`src/rtl/cnt_sched.sv`:
```
// rtl/cnt_sched.sv - three-requester burst scheduler owning a shared mod-12 counter
// Define CNT_SCHED_RR_EN for round-robin arbitration; fixed priority 0>1>2 otherwise.
`timescale 1ns/1ps
module cnt_sched #(
  parameter int LEN_W = 4
) (
  input  logic               clk,
  input  logic               rst_n,
  input  logic [2:0]         req,
  input  logic [3*LEN_W-1:0] req_len,
  input  logic               abort,
  output logic [2:0]         gnt,
  output logic               valid_count,
  output logic [3:0]         cnt,
  output logic               wrap,
  output logic [2:0]         done,
  output logic               busy
);

  typedef enum logic [1:0] {
    IDLE = 2'd0,
    RUN  = 2'd1,
    DONE = 2'd2
  } state_t;

  state_t           state;
  state_t           state_nxt;
  logic [1:0]       owner;
  logic [1:0]       pick;
  logic [LEN_W-1:0] rem;
  logic [LEN_W-1:0] pick_len;
  logic [2:0]       owner_oh;
  logic             grant_now;

`ifdef CNT_SCHED_RR_EN
  logic [1:0]       last_owner;
`endif

  assign grant_now = (state == IDLE) && (req != 3'b000);

  // Winner selection; only meaningful when some req bit is set.
  always_comb begin
    pick = 2'd0;
`ifdef CNT_SCHED_RR_EN
    case (last_owner)
      2'd0: begin
        if (req[1])      pick = 2'd1;
        else if (req[2]) pick = 2'd2;
        else             pick = 2'd0;
      end
      2'd1: begin
        if (req[2])      pick = 2'd2;
        else if (req[0]) pick = 2'd0;
        else             pick = 2'd1;
      end
      default: begin
        if (req[0])      pick = 2'd0;
        else if (req[1]) pick = 2'd1;
        else             pick = 2'd2;
      end
    endcase
`else
    if (req[0])      pick = 2'd0;
    else if (req[1]) pick = 2'd1;
    else             pick = 2'd2;
`endif
  end

  always_comb begin
    pick_len = '0;
    case (pick)
      2'd0:    pick_len = req_len[LEN_W-1:0];
      2'd1:    pick_len = req_len[2*LEN_W-1:LEN_W];
      default: pick_len = req_len[3*LEN_W-1:2*LEN_W];
    endcase
  end

  always_ff @(posedge clk or negedge rst_n) begin
    if (!rst_n) state <= IDLE;
    else        state <= state_nxt;
  end

  always_comb begin
    state_nxt = state;
    case (state)
      IDLE: begin
        if (grant_now) state_nxt = (pick_len != '0) ? RUN : DONE;
      end
      RUN: begin
        if ((rem == LEN_W'(1)) || abort) state_nxt = DONE;
      end
      DONE:    state_nxt = IDLE;
      default: state_nxt = IDLE;
    endcase
  end

  // Burst bookkeeping and the shadow counter; cnt survives across bursts.
  always_ff @(posedge clk or negedge rst_n) begin
    if (!rst_n) begin
      owner <= 2'd0;
      rem   <= '0;
      cnt   <= 4'd0;
      wrap  <= 1'b0;
    end else begin
      wrap <= 1'b0;
      if (grant_now) begin
        owner <= pick;
        rem   <= pick_len;
      end else if (state == RUN) begin
        rem <= rem - LEN_W'(1);
        if (cnt == 4'd11) begin
          cnt  <= 4'd0;
          wrap <= 1'b1;
        end else begin
          cnt <= cnt + 4'd1;
        end
      end
    end
  end

`ifdef CNT_SCHED_RR_EN
  // Reset value 2 makes requester 0 the first in line.
  always_ff @(posedge clk or negedge rst_n) begin
    if (!rst_n)         last_owner <= 2'd2;
    else if (grant_now) last_owner <= pick;
  end
`endif

  assign owner_oh    = 3'b001 << owner;
  assign busy        = (state != IDLE);
  assign gnt         = busy ? owner_oh : 3'b000;
  assign valid_count = (state == RUN);
  assign done        = (state == DONE) ? owner_oh : 3'b000;

endmodule

```
`config.mk`:
```
export PLATFORM = sky130hd
export DESIGN_NAME = cnt_sched
export DESIGN_NICKNAME = d
export VERILOG_FILES = /design/src/rtl/cnt_sched.sv
export SDC_FILE = /design/constraint.sdc
export NUM_CORES = 1
export LEC_CHECK = 0
export BUFFER_PORTS_ARGS = -buffer_cell sky130_fd_sc_hd__buf_2
export CAP_MARGIN = 20
export CORE_UTILIZATION = 31
export DETAILED_ROUTE_END_ITERATION = 10
export PLACE_DENSITY = 0.66
export SLEW_MARGIN = 20
export SYNTH_ARGS = -nofsm -noshare
export SYNTH_HDL_FRONTEND = slang
export SYNTH_SLANG_ARGS = --single-unit
```
`constraint.sdc`:
```
create_clock -name clk -period 1.2 [get_ports clk]
set_input_delay 0.12 -clock clk [delete_from_list [all_inputs] [get_ports clk]]
set_output_delay 0.12 -clock clk [all_outputs]
set_load 0.01 [all_outputs]
```
==> flow_summary.toml, run 1 <==
[outcome]
violations = "negative setup slack"
outcome = "finished, violations left"

[clocking]
clk_latency_ps = 270
cts.clk_slew.worst_paths_ps = 80
clock_sinks = 13
cts_buffer_depth = 2
cts_root_buffer = "clkbuf_4"
cts_made_buffers = 3
htreeDepth = 1
cts_tree = "built"

[floorplan]
start_util_pct = 33.1
ios = 31
row_count = 18
fp.coreArea_mm2 = 0.00248
die_y_um = 53.4
die-area_mm2 = 0.00285
die_w_um = 53.4

[layout]
nFillCells = 227
diodes = 0
final_nets = 162
syn2layout_area_growth_pct = 61.2
drive_above_1_share_pct = 60.7
layout.cells.non_filler = 170
fin_area_mm2 = 0.00132

[logic_synthesis]
synth_cells = 84
synth_common_cells = "dfrtp_1, nor2_1, nand2_1"
synth_top_area_share_pct = 39.7
ys_seq_area_share_pct = 39.7
synth_edf_count = 0
yosys_most_used_dff = "dfrtp_1"
yosys.area.top_type = "dfrtp_1"
yosys.cell_types.count = 35
syn_nets = 105
synth_seq_cells = 13
syn_avg_cell_area_um2 = 9.76
synth.most_common_cell = "dfrtp_1"
synth_area_um2 = 820
synthTopCellsByArea = "dfrtp_1, mux2i_1, ha_1, mux2_1, nor2_1"
synthArstFlopShare_pct = 100
yosys_warnings = 0

[critical_path]
crit_chain = "buf_6 -> nand2b_4 -> a211oi_4 -> or3b_4 -> o41ai_2"
cpPeakStageDelay_ps = 440
crit_type = "reg -> reg"
startpoint_type = "flip-flop"
crit_slowest_cell = "dfrtp_1"
worstPathRequired_ps = 1370
arrival_ps = 1450
end_kind = "flip-flop"
cp_max_fo = 5

[route]
drt-total-wl_mm = 2.05
wl_met3_um = 54
drc = 0
num_vias = 799
met1_length_um = 815
wl_met2_mm = 1.16
drt_pre_antenna_iters = 4
drtIter0Drc = 3
post_drt_wl_per_cell_um = 12.1
drt-vias-per-instance = 4.70
routed.top_layer = "met4"
antenna_left = 0

[global_route]
antenna_found_initial = 0
grt_max_degree = 14
grt_usage_pct = 15.5
grt_pass1_vias = 783
grt_overflow = 0
grt_pass1_wl_mm = 3.15

[power]
p_comb_share_pct = 63.7
clock_power_share_pct = 8.2
seq_power_share_pct = 28.1
p_leak_nw = 0.668
vdd_drop_max_mv = 1.16
netSwitchingPower_mw = 1.32
total_power_mw = 3.25
switching_share_pct = 40.5
powerDensity_mw_per_mm2 = 2460
intPower_mw = 1.93

[sta]
timing.final.hold_violations = 0
tns_ps = -546
max_freq_mhz = 782
period_share_pct = 107
setup_slack_ps = -79.1
setup_viol = 10
fin_skew_ps = 1.84
drv_slew = 0
min_period_ps = 1280
worst_pin_slew_ps = 300
slew_headroom_pct = 80.0
rsz0062_at_grt = "true"

[placement]
dp.cells = 158
gp_congestion = 0.706
io_buffers = 30
placedInstanceArea_mm2 = 0.00114
preCtsSetupSlack_ps = -143
dp_hpwl_mm = 1.53

[run]
drv_cap = 0

[worst_hold_path]
holdCritPathClass = "in -> reg"
## metrics by stage
stage               hold slack [ps]  utilization, %
detailed placement             27.8            45.9
global route                    203            53.3
floorplan                      -176               -
finish                          200            53.3
CTS                             162            51.3
global placement               20.4            45.9
## layout by cell type, fill, tap and decap left out, types with 4 or more instances in the layout
master,count
buf_2,28
buf_4,21
buf_6,5
dfrtp_1,10
mux2i_1,6
nand2_1,5
nand2b_4,4
nor2_1,7
nor3_2,4
## timing repair
item                                    CTS  global route
endpoints found under the hold margin    13             0
gates resized for setup                  15            10
endpoints found under the setup margin   10            17
hold buffers                              1             0
cloned                                    0             0
pin swaps                                 7             1
setup buffers                             5             2
## worst max-delay path: cells and delay by family, from the launching register on
family          cells  cell delay (ps)
flops               1              440
compound gates      2              110
simple gates        2              490
buf+inv             1              140
## final timing paths
path | from | to | slack, ps | cells after the start
worst max-delay path | state[0] | state[1] | -80 | 5
worst min-delay path | req[0] | owner[0] | 200 | 3
worst max register to register | state[0] | state[1] | -80 | 5
worst min register to register | cnt[1] | cnt[1] | 530 | 2
max in group asynchronous | rst_n | owner[0] | 680 | 2
min in group asynchronous | rst_n | state[0] | 270 | 2
## state kept, by name, indices dropped and copies added, names as in the netlist
name and flops:
cnt 4, owner 2, rem 4, state 2, wrap 1
## layer usage
metal / vias up / track usage (%)
li1: 406 / -
met1: 374 / 17.3
met2: 17 / 29.0
met3: 2 / 1.72
met4: 0 / 6.58
met5: - / 0
## cell type report
cell class	instances	area, µm²	share of cell area [%]
repair buffers	55	364	27.6
well taps	30	37.5	2.84
multi-input cells	64	547	41.4
clock buffers	4	26.3	1.99
flip-flops and latches	13	329	24.9
inverters	4	17.5	1.33
## power by group through the flow
stage               registers, mW  logic, mW  clock network [mW]
finish                      0.913       2.07               0.267
global route                0.944       2.26               0.303
detailed placement          0.865       1.61                   0
floorplan                   0.895      0.963                   0
CTS                         0.884       1.93               0.282
global placement            0.844       1.56                   0
## cells by family (layout without fill, tap and decap cells)
group,Yosys count,in the layout,share of synthesized area [%]
xor+xnor,3,3,3.21
simple gates,36,36,22.6
flops,13,13,39.7
buf+inv,7,63,5.50
fa+ha+maj,3,3,4.58
compound gates,12,12,11.6
mux,10,10,12.8
Note: power is estimated with default switching activity, not from simulation.
==> inputs of run 2 (changes only) <==
--- a/config.mk
+++ b/config.mk
@@ -7,6 +7,7 @@
 export LEC_CHECK = 0
 export BUFFER_PORTS_ARGS = -buffer_cell sky130_fd_sc_hd__buf_2
 export CAP_MARGIN = 20
+export CORE_MARGIN = 3
 export CORE_UTILIZATION = 31
 export DETAILED_ROUTE_END_ITERATION = 10
 export PLACE_DENSITY = 0.66
==> run 2 against run 1 <==
Effect of this change: the flow still finishes with violations (negative setup slack); setup slack lost 22 ps; power is 0.86% higher; critical path depth decreased by 1; final cell count is 2.4% higher; combinational power is 4% higher; hold slack worse by 33 ps; flip-flop and latch count is the same; register-to-register slack got worse by 20 ps; largest cell class unchanged; largest power group unchanged; highest routed layer unchanged.
==> flow_summary.toml, run 2 (synthesized netlist as in run 1, its figures left out) <==
[layout]
final_common_cell = "buf_2"
final_util_pct = 53.0
drive_above_1_share_pct = 56.9
layout_common_cells = "buf_2, buf_4, dfrtp_1"
syn2layout_area_growth_pct = 61.5
largestRegisters = "cnt (4), rem (4)"
final_nets = 166
diodes = 0
nFillCells = 241
fin_area_mm2 = 0.00132

[sta]
period_share_pct = 108
max_freq_mhz = 769
setup_slack_ps = -101
hold_slack_ps = 168
fin_skew_ps = 2.27
worst_pin_slew_ps = 304
setup_viol = 12
timing.final.hold_violations = 0
min_period_ps = 1300
slew_headroom_pct = 79.7
rsz0062_at_grt = "true"
drv_slew = 0

[power]
p_comb_share_pct = 65.5
netSwitchingPower_mw = 1.31
p_leak_nw = 0.669
seq_power_share_pct = 25.9
switching_share_pct = 40.2
intPower_mw = 1.96
vdd_drop_max_mv = 1.00
clock_power_share_pct = 8.6
powerDensity_mw_per_mm2 = 2470

[placement]
gp_congestion = 0.769
dp_hpwl_mm = 1.69
placedInstanceArea_mm2 = 0.00115
io_buffers = 30

[route]
num_vias = 839
drt-vias-per-instance = 4.82
post_drt_wl_per_cell_um = 13.0
drt-total-wl_mm = 2.26
drt_pre_antenna_iters = 4
drtIter0Drc = 10
antenna_left = 0
drc = 0

[critical_path]
cpPeakStageDelay_ps = 410
worstPathRequired_ps = 1080
crit_chain = "nor2_2 -> buf_6 -> nor3_2 -> buf_2"
cp_max_fo = 8
crit_slowest_cell = "dfrtp_1"
arrival_ps = 1180
startpoint_type = "flip-flop"
crit_type = "reg -> out"
end_kind = "output pin"

[clocking]
cts_buffer_depth = 2
clock_sinks = 13
cts_made_buffers = 3
htreeDepth = 1
cts.clk_slew.worst_paths_ps = 80
clk_latency_ps = 280
cts_root_buffer = "clkbuf_4"
cts_tree = "built"

[floorplan]
die_y_um = 57.4
fp.coreArea_mm2 = 0.00250
ios = 31
die-area_mm2 = 0.00330
start_util_pct = 32.8
row_count = 18
die_w_um = 57.4

[outcome]
outcome = "finished, violations left"
violations = "negative setup slack"

[global_route]
grt_overflow = 0
antenna_found_initial = 0
grt_max_degree = 14
grt_pass1_wl_mm = 3.61
grt_usage_pct = 14.5
grt_pass1_vias = 852

[run]
drv_cap = 0

[worst_hold_path]
holdCritPathClass = "in -> reg"
[run 2: cell types whose count changed in the layout (fill, tap and decap cells not counted), moves of 2 or more]
cell,before,now
buf_4,21,25
dfrtp_1,10,12
dfrtp_2,3,1
nand2b_1,0,2
nand2b_4,4,2
nor2_2,1,3
nor3_1,0,2
nor3_2,4,2
[run 2: worst max-delay path: cells and delay by family, from the launching register on]
family,cells,cell delay (ps)
flip-flops,1,410
buffers and inverters,2,300
AND/OR/NAND/NOR,2,200
[run 2: through the flow]
stage          cells  setup slack [ps]  power [mW]  setup TNS, ps
4_1_cts          171              -107        3.13           -862
6_report         174              -101        3.27           -805
2_1_floorplan     84             -75.7        1.86           -135
3_5_place_dp     160              -171        2.54           -465
5_1_grt          174              -176        3.56          -1930
3_3_place_gp     160             -69.1        2.47           -141
[run 2: path summary, 6_finish.rpt]
kind	end	slack, ps	depth (start not counted)	start
hold reg to reg	cnt[1]	540	2	cnt[1]
setup reg to reg	state[1]	-100	5	state[0]
max in group asynchronous	owner[0]	700	2	rst_n
min in group asynchronous	rem[2]	250	2	rst_n
setup / recovery	gnt[0]	-100	4	state[1]
hold / removal	owner[0]	170	3	req[0]
[run 2: final cells by class]
type | count | area (µm²) | area share (%)
Tap cell | 30 | 37.5 | 2.84
Multi-Input combinational cell | 64 | 522 | 39.4
Clock buffer | 4 | 26.3 | 1.98
Sequential cell | 13 | 327 | 24.7
Timing Repair Buffer | 59 | 394 | 29.8
Inverter | 4 | 17.5 | 1.32
[run 2: power by group through the flow]
stage	sequential, mW	clock [mW]	combinational (mW)
after floorplan	0.895	0	0.963
after global placement	0.852	0	1.61
after detailed placement	0.862	0	1.68
after CTS	0.840	0.293	2.00
after global routing	0.887	0.306	2.37
final	0.848	0.280	2.15
[run 2: metal layers]
metal	share of wire (%)	GRT usage, %
met3	2.7	2.04
met5	0	0
met2	57	26.3
met4	3.3	9.27
met1	37	15.4
[run 2: what timing repair did]
action	4_1_cts	5_1_grt
pin swaps	4	2
endpoints found under the hold margin	13	0
hold buffers	1	0
setup buffers	7	3
setup endpoints to repair	11	16
gates resized for setup	11	6
